--- config.mk ---
export PLATFORM = sky130hd
export DESIGN_NAME = arcsin_sched_flat
export DESIGN_NICKNAME = d
export VERILOG_FILES = /design/src/rtl/arcsin_sched_if.sv /design/src/rtl/arcsin_sched.sv /design/src/flat_wrapper.sv
export SDC_FILE = /design/constraint.sdc
export NUM_CORES = 1
export LEC_CHECK = 0
export BUFFER_PORTS_ARGS = -buffer_cell sky130_fd_sc_hd__clkbuf_2
export CAP_MARGIN = 20
export CORE_ASPECT_RATIO = 0.6
export CORE_MARGIN = 2
export CORE_UTILIZATION = 47
export CTS_CLUSTER_DIAMETER = 40
export DETAILED_ROUTE_END_ITERATION = 8
export PLACE_DENSITY = 0.82
export SLEW_MARGIN = 30
export SYNTH_ARGS = -nofsm -noshare
export SYNTH_HDL_FRONTEND = slang
export SYNTH_SLANG_ARGS = --single-unit
--- constraint.sdc ---
create_clock -name CLK_I -period 2.3 [get_ports CLK_I]
set_clock_uncertainty 0.05 [all_clocks]
set_input_delay 0.115 -clock CLK_I [delete_from_list [all_inputs] [get_ports CLK_I]]
set_output_delay 0.115 -clock CLK_I [all_outputs]
set_load 0.02 [all_outputs]
--- src/rtl/arcsin_sched_if.sv ---
// Bundle of request, response and core-side signals for the arcsin scheduler.
// Pure wiring, no latency.
// The scheduler drives the master view; requesters plus the core use the slave view.
interface arcsin_sched_if #(
  parameter int N_REQ = 4,
  parameter int DW    = 20,
  parameter int RW    = 8
);
  localparam int IW = (N_REQ > 1) ? $clog2(N_REQ) : 1;

  logic [N_REQ-1:0]    REQ_I;
  logic [N_REQ*DW-1:0] REQ_DATA_I;
  logic [N_REQ-1:0]    ACK_O;
  logic                RESP_VALID_O;
  logic [IW-1:0]       RESP_ID_O;
  logic [RW-1:0]       RESP_DATA_O;
  logic                RESP_ERR_O;
  logic                CORE_START_O;
  logic [DW-1:0]       CORE_DATA_O;
  logic                CORE_DONE_I;
  logic [RW-1:0]       CORE_DATA_I;
  logic                BUSY_O;

  modport master (
    input  REQ_I, REQ_DATA_I, CORE_DONE_I, CORE_DATA_I,
    output ACK_O, RESP_VALID_O, RESP_ID_O, RESP_DATA_O, RESP_ERR_O,
           CORE_START_O, CORE_DATA_O, BUSY_O
  );

  modport slave (
    output REQ_I, REQ_DATA_I, CORE_DONE_I, CORE_DATA_I,
    input  ACK_O, RESP_VALID_O, RESP_ID_O, RESP_DATA_O, RESP_ERR_O,
           CORE_START_O, CORE_DATA_O, BUSY_O
  );
endinterface

--- src/rtl/arcsin_sched.sv ---
// Round-robin arbiter sharing one iterative arcsin core among N_REQ requesters, with a timeout watchdog.
// Latency: ACK/START one cycle after a sampled request; response one cycle after core done or timeout.
// Backpressure: requesters hold REQ until ACK; only one operation in flight, new grants only from IDLE.
module arcsin_sched #(
  parameter int N_REQ   = 4,
  parameter int DW      = 20,
  parameter int RW      = 8,
  parameter int TIMEOUT = 64
) (
  input  logic          CLK_I,
  input  logic          RST_N_I,
  arcsin_sched_if.master bus
);
  localparam int IW = (N_REQ > 1) ? $clog2(N_REQ) : 1;
  localparam int TW = $clog2(TIMEOUT);
  localparam logic [TW-1:0] TMAX = TW'(TIMEOUT - 1);

  typedef enum logic [1:0] {S_IDLE, S_ISSUE, S_WAIT, S_RESP} state_t;

  state_t        r_state;
  state_t        w_state_nxt;
  logic [IW-1:0] r_ptr;
  logic [IW-1:0] r_id;
  logic [DW-1:0] r_core_dat;
  logic [TW-1:0] r_timer;
  logic [RW-1:0] r_resp_dat;
  logic [IW-1:0] r_resp_id;
  logic          r_resp_err;

  logic          w_found;
  logic [IW-1:0] w_winner;
  logic [IW-1:0] w_cand;
  logic          w_timeout;

  assign w_timeout = (r_timer == TMAX);

  // Round-robin search starting just after the last grant; scanning downwards so the nearest candidate wins.
  always_comb begin
    w_found  = 1'b0;
    w_winner = '0;
    w_cand   = '0;
    for (int k = N_REQ; k >= 1; k--) begin
      w_cand = IW'((int'(r_ptr) + k) % N_REQ);
      if (bus.REQ_I[w_cand]) begin
        w_found  = 1'b1;
        w_winner = w_cand;
      end
    end
  end

  // Next-state logic: one ISSUE cycle, then WAIT until done or the watchdog fires.
  always_comb begin
    w_state_nxt = r_state;
    case (r_state)
      S_IDLE:  if (w_found) w_state_nxt = S_ISSUE;
      S_ISSUE: w_state_nxt = S_WAIT;
      S_WAIT:  if (bus.CORE_DONE_I || w_timeout) w_state_nxt = S_RESP;
      S_RESP:  w_state_nxt = S_IDLE;
      default: w_state_nxt = S_IDLE;
    endcase
  end

  // State register; reset aborts any in-flight operation without a response.
  always_ff @(posedge CLK_I or negedge RST_N_I) begin
    if (!RST_N_I) r_state <= S_IDLE;
    else          r_state <= w_state_nxt;
  end

  // Grant capture, watchdog timer and response registers.
  always_ff @(posedge CLK_I or negedge RST_N_I) begin
    if (!RST_N_I) begin
      r_ptr      <= IW'(N_REQ - 1);
      r_id       <= '0;
      r_core_dat <= '0;
      r_timer    <= '0;
      r_resp_dat <= '0;
      r_resp_id  <= '0;
      r_resp_err <= 1'b0;
    end else begin
      case (r_state)
        S_IDLE: begin
          if (w_found) begin
            r_core_dat <= bus.REQ_DATA_I[w_winner*DW +: DW];
            r_id       <= w_winner;
            r_ptr      <= w_winner;
          end
        end
        S_ISSUE: r_timer <= '0;
        S_WAIT: begin
          // Saturate: the timeout compare exits WAIT before any wrap could matter.
          if (!w_timeout) r_timer <= r_timer + 1'b1;
          // Done takes priority over a coincident timeout.
          if (bus.CORE_DONE_I) begin
            r_resp_dat <= bus.CORE_DATA_I;
            r_resp_err <= 1'b0;
            r_resp_id  <= r_id;
          end else if (w_timeout) begin
            r_resp_dat <= '0;
            r_resp_err <= 1'b1;
            r_resp_id  <= r_id;
          end
        end
        S_RESP:  r_resp_err <= 1'b0;
        default: ;
      endcase
    end
  end

  assign bus.ACK_O        = (r_state == S_ISSUE) ? (N_REQ'(1) << r_id) : '0;
  assign bus.CORE_START_O = (r_state == S_ISSUE);
  assign bus.CORE_DATA_O  = r_core_dat;
  assign bus.RESP_VALID_O = (r_state == S_RESP);
  assign bus.RESP_ERR_O   = r_resp_err;
  assign bus.RESP_DATA_O  = r_resp_dat;
  assign bus.RESP_ID_O    = r_resp_id;
  assign bus.BUSY_O       = (r_state != S_IDLE);
endmodule

--- src/flat_wrapper.sv ---
// flat-port wrapper written by rule: the top's interface ports become plain ports
module arcsin_sched_flat 
#(
  parameter int N_REQ   = 4,
  parameter int DW      = 20,
  parameter int RW      = 8,
  parameter int TIMEOUT = 64
)
  (CLK_I, RST_N_I, bus_REQ_I, bus_REQ_DATA_I, bus_CORE_DONE_I, bus_CORE_DATA_I, bus_ACK_O, bus_RESP_VALID_O, bus_RESP_ID_O, bus_RESP_DATA_O, bus_RESP_ERR_O, bus_CORE_START_O, bus_CORE_DATA_O, bus_BUSY_O);
  arcsin_sched_if #(.N_REQ(N_REQ), .DW(DW), .RW(RW)) bus_i ();
  input  logic CLK_I;
  input  logic RST_N_I;
  input wire logic [$bits(bus_i.REQ_I)-1:0] bus_REQ_I;
  input wire logic [$bits(bus_i.REQ_DATA_I)-1:0] bus_REQ_DATA_I;
  input wire logic [$bits(bus_i.CORE_DONE_I)-1:0] bus_CORE_DONE_I;
  input wire logic [$bits(bus_i.CORE_DATA_I)-1:0] bus_CORE_DATA_I;
  output wire logic [$bits(bus_i.ACK_O)-1:0] bus_ACK_O;
  output wire logic [$bits(bus_i.RESP_VALID_O)-1:0] bus_RESP_VALID_O;
  output wire logic [$bits(bus_i.RESP_ID_O)-1:0] bus_RESP_ID_O;
  output wire logic [$bits(bus_i.RESP_DATA_O)-1:0] bus_RESP_DATA_O;
  output wire logic [$bits(bus_i.RESP_ERR_O)-1:0] bus_RESP_ERR_O;
  output wire logic [$bits(bus_i.CORE_START_O)-1:0] bus_CORE_START_O;
  output wire logic [$bits(bus_i.CORE_DATA_O)-1:0] bus_CORE_DATA_O;
  output wire logic [$bits(bus_i.BUSY_O)-1:0] bus_BUSY_O;
  assign bus_i.REQ_I = bus_REQ_I;
  assign bus_i.REQ_DATA_I = bus_REQ_DATA_I;
  assign bus_i.CORE_DONE_I = bus_CORE_DONE_I;
  assign bus_i.CORE_DATA_I = bus_CORE_DATA_I;
  assign bus_ACK_O = bus_i.ACK_O;
  assign bus_RESP_VALID_O = bus_i.RESP_VALID_O;
  assign bus_RESP_ID_O = bus_i.RESP_ID_O;
  assign bus_RESP_DATA_O = bus_i.RESP_DATA_O;
  assign bus_RESP_ERR_O = bus_i.RESP_ERR_O;
  assign bus_CORE_START_O = bus_i.CORE_START_O;
  assign bus_CORE_DATA_O = bus_i.CORE_DATA_O;
  assign bus_BUSY_O = bus_i.BUSY_O;
  arcsin_sched #(.N_REQ(N_REQ), .DW(DW), .RW(RW), .TIMEOUT(TIMEOUT)) u_core (.CLK_I(CLK_I), .RST_N_I(RST_N_I), .bus(bus_i));
endmodule
-- After elaboration in Yosys (flattened, before gate mapping)
Index checks and enable logic that the tools add are counted.
- bits in registers: 43
- output and inout bits: 38
- logic and storage cells: 68
- input bits: 95
- shift operators: 2
- multipliers: 1
- equality and inequality tests: 8
- reduce and logical (&&, ||, !) cells: 11
- muxes and demuxes: 29
- $lt $le $gt $ge: 4
- add/subtract/negate cells: 5
- operator list (operator ; number):
    $shiftx A80 B8 Y20 ; 1
    $mux W2 ; 8
    $mux W8 ; 2
    $lt A2 B3 Y1 const B ; 4
    $pmux W6 S2 ; 1
    $mux W1 ; 10
    $reduce_and A2 Y1 ; 5
    $bmux W1 S2 ; 4
    $pmux W2 S4 ; 1
    $reduce_bool A2 Y1 ; 4
    $add A6 B1 Y6 const B ; 1
    $eq A6 B6 Y1 const B ; 1
    $mux W6 ; 1
    $mul A2 B3 Y5 const B ; 1
    $add A2 B1 Y2 const B ; 2
    $add A2 B2 Y2 const B ; 2
    $eq A2 B2 Y1 const B ; 2
    $mux W4 ; 1
    $ne A2 B1 Y1 const B ; 2
    $shl A1 B2 Y4 const A ; 1
    $ne A3 B2 Y1 const B ; 1
    $eq A2 B1 Y1 const B ; 1
    $logic_not A2 Y1 ; 1
    $ne A2 B2 Y1 const B ; 1
    2 further kinds ; 2

-- Logic depth before layout (Yosys ltp)
- word-level depth: 9
- gate-level depth with buffers: 8
- gate-level depth less buffers: 7

-- Worst setup path before layout
No wires, ideal clock.
- path type: reg2reg
- from: register u_core.r_timer[0]
- to: register u_core.r_resp_id[0] (netlist: u_core.bus.RESP_ID_O[0])
- arrival: 1.610 ns
- required time: 2.122 ns
- setup slack: 0.513 ns
- clock period less this slack: 1.787 ns
- setup time: 0.128 ns
- cell stages (with the launch flop): 7
- buffers on the path: 1
- cell sequence: dfrtp_1 -> ha_1 -> and4_1 -> a21oi_1 -> nand2b_1 -> buf_2 -> mux2_1
- word-level cells in the longest chain between the ends: 3
- ends and longest elaborated chain (item ; line ; source):
    start, declared ; arcsin_sched.sv:25 ; logic [TW-1:0] r_timer;
    start signal, assigned ; arcsin_sched.sv:91 ; if (!w_timeout) r_timer <= r_timer + 1'b1;
    $eq A6 B6 Y1 ; arcsin_sched.sv:35 ; assign w_timeout = (r_timer == TMAX);
    $reduce_bool A2 Y1 (no line) ; - ;
    $reduce_and A2 Y1 (no line) ; - ;
    end signal, assigned ; arcsin_sched.sv:96 ; r_resp_id <= r_id;
    end signal, assigned ; arcsin_sched.sv:100 ; r_resp_id <= r_id;
    end, declared ; arcsin_sched.sv:27 ; logic [IW-1:0] r_resp_id;
No other way between the ends.
A chain may end at the register's enable or synchronous reset.

-- Worst setup path in the final report
Same ends and word-level chain as after synthesis.

==> flow_metrics.py <==
metrics = {
    "routing": {
        "vias_per_cell": 5.33,
        "ant_nets": 0,
        "dr.first_iter.drc_count": 168,
        "wl_per_cell_um": 15.7,
        "first_pass_iters": 4,
        "vias": 2498,
        "drt_wl_total_um": 7370,
        "drc_errors": 0,
    },
    "placement": {
        "portBuffers": 132,
        "gp_congestion": 0.828,
        "dp.final_hpwl_um": 5620,
    },
    "run": {
        "cap_viol_max_count": 0,
    },
    "die": {
        "fp.dieH_um": 63.5,
        "ios": 133,
        "initial_core_util_pct": 49.3,
        "row_count": 21,
        "core-area_mm2": 0.00562,
        "fp.dieW_um": 103,
        "die_area_mm2": 0.00655,
    },
    "synth": {
        "synth_top_family_by_area": "compound AO/OA/AOI/OAI gates",
        "muxShareOfSynthArea_pct": 8.03,
        "yosysWarningCount": 0,
        "synth_compound_area_share_pct": 27.8,
        "syn-num-nets": 352,
        "seq_area_frac_synth_pct": 38.9,
        "synth_enable_flop_cells": 0,
        "ys_async_sr_fraction_pct": 100,
        "synth.distinct_cells": 49,
        "synth-simple-area-share_pct": 16.2,
        "synth_fa_ha_area_share_pct": 2.71,
        "syn_area_mm2": 0.00277,
        "yosysTopAreaCellShare_pct": 37.0,
        "ys_seq_elements": 43,
        "postSynthAreaPerCell_um2": 11.0,
        "synthXorXnorAreaFrac_pct": 0.316,
        "synthTopCellsByArea": "dfrtp_1, a221oi_2, a211oi_2, mux2i_1, and2_1",
        "synth_top_flop_cell": "dfrtp_1",
        "synth_top_cell_by_area": "dfrtp_1",
        "netlist_instances": 251,
    },
    "timing": {
        "fin_crit_sh_pct": 81.7,
        "max-slew-margin-rel_pct": 45.2,
        "slew_viol_final": 0,
        "finalSetupTns_ns": 0,
        "fmax_ghz": 0.532,
        "hold_slack_ns": 0.0163,
        "min_period_ns": 1.88,
        "finalHoldViolations": 0,
        "final-setup-viol-count": 0,
        "rsz0062_at_grt": "false",
        "tightest_slew_ns": 0.823,
    },
    "clock_network": {
        "cts_tree": "done",
        "cts_inserted_buffers": 5,
        "post_cts_resized": 0,
        "clock-sinks": 43,
        "h-tree-depth": 2,
        "clkLatencyLatePin_ns": 0.29,
        "clock_path_buffers": 2,
        "clk_pin_slew_worst_paths_ns": 0.08,
        "root_buffer": "clkbuf_8",
    },
    "critical_path": {
        "worst-path-max-fanout": 4,
        "cp.required_ns": 2.42,
        "crit_type": "flop to flop",
        "worst_setup_path_end_kind": "flop",
        "cp.arrival_ns": 2.00,
        "start_kind": "flop",
        "worstRegToRegCells": 5,
    },
    "finish": {
        "diodes": 0,
        "final_util_pct": 64.8,
        "final_layout_size_suffix_gt1_share_pct": 50.4,
        "layout-area-overhead-vs-synth_pct": 31.4,
        "multiInputGateArea_mm2": 0.00153,
        "final.fill_count": 458,
        "final_common_cell": "clkbuf_2",
        "num-nets-final": 489,
        "final_cell_mix": "clkbuf_2, dfrtp_1, nor2_1",
        "seq_area_mm2": 0.00108,
    },
    "min_path": {
        "holdPathStages": 2,
        "hold_path_class": "input port to flop",
    },
    "global_route": {
        "antenna_found_initial": 0,
        "grt_max_degree": 33,
        "grt_pass1_wl_um": 11600,
        "grt_use_total_pct": 22.7,
        "grt_overflow": 0,
        "grt_pass1_vias": 2567,
    },
    "pwr": {
        "p_leak_nw": 1.78,
        "power_density_mw_per_mm2": 1230,
        "irDropWorstVdd_v": 0.000529,
    },
    "outcome": {
        "outcome": "finished, final reports clean",
    },
}
-- cells in the mapped netlist, types with 3 or more instances --
library cell  number
dfrtp_1           41
nor2_1            30
and2_1            21
mux2i_1           20
a211oi_2          18
a221oi_2          18
nand2_1           10
a22o_1             9
o21ai_0            7
ha_1               6
inv_1              6
buf_2              5
nor2b_1            5
a21oi_1            4
and3_1             3
buf_4              3
clkbuf_1           3
-- final timing paths --
kind | startpoint | end | slack, ns
setup / recovery | u_core.r_timer[0] | u_core.bus.RESP_ID_O[0] | 0.42
hold / removal | bus_CORE_DATA_I[6] | u_core.bus.RESP_DATA_O[6] | 0.02
setup reg to reg | u_core.r_timer[0] | u_core.bus.RESP_ID_O[0] | 0.42
hold reg to reg | u_core.bus.RESP_ID_O[1] | u_core.bus.RESP_ID_O[1] | 0.45
max in group asynchronous | RST_N_I | u_core.bus.RESP_ID_O[1] | 1.18
min in group asynchronous | RST_N_I | u_core.bus.CORE_DATA_O[15] | 0.40
-- state kept, by name, indices dropped and copies added, names as in the netlist --
register and count:
u_core.bus.CORE_DATA_O 20, u_core.bus.RESP_DATA_O 8, u_core.r_timer 6, u_core.bus.RESP_ID_O 2
u_core.r_id 2, u_core.r_ptr 2, u_core.r_state 2, u_core.bus.RESP_ERR_O 1
-- area by class of cell --
type                    count  share of cell area, %
repair buffers            148                   22.3
clock buffers               8                   2.75
flip-flops and latches     43                   29.6
well taps                  80                   2.75
inverters                   6                  0.618
multi-input cells         184                   41.9
-- power by group --
part / switching, mW / leakage [nW] / total, mW / internal, mW
clock: 0.257 / 0.0515 / 0.531 / 0.274
combinational: 1.58 / 1.22 / 2.57 / 0.997
sequential: 0.239 / 0.506 / 1.36 / 1.12
-- timing repair --
item | in CTS | in global routing
hold buffers | 8 | 0
setup buffers | 0 | 0
endpoints found under the setup margin | 0 | 0
hold endpoints to repair | 35 | 0
-- logic make-up after synthesis --
logic type	after synthesis
buf+inv	24
xor+xnor	1
fa+ha+maj	6
flops	43
compound gates	71
mux	22
simple gates	84
-- worst max-delay path, stage by stage, from the launching register on --
cell	delay [ns]
dfrtp_1	0.42
ha_1	0.25
and4_1	0.18
a21oi_1	0.29
nand2b_1	0.22
mux2_1	0.35
-- per-layer routing --
layer | GRT usage (%) | vias up | wire [µm]
li1 | - | 1200 | -
met1 | 28.6 | 1205 | 3280
met2 | 39.0 | 86 | 3520
met3 | 4.77 | 7 | 487
met4 | 6.41 | 0 | 85
met5 | 0 | - | 0
-- through the flow --
stage | total power [mW] | std cells | instance area (µm²) | setup slack, ns
2_1_floorplan | 3.29 | 251 | 2770 | 0.513
3_3_place_gp | 3.87 | 453 | 3460 | 0.494
3_5_place_dp | 3.95 | 453 | 3460 | 0.454
4_1_cts | 4.50 | 469 | 3640 | 0.440
5_1_grt | 4.77 | 469 | 3640 | 0.316
6_report | 4.47 | 469 | 3640 | 0.421
Note: power is estimated with default switching activity, not from simulation.
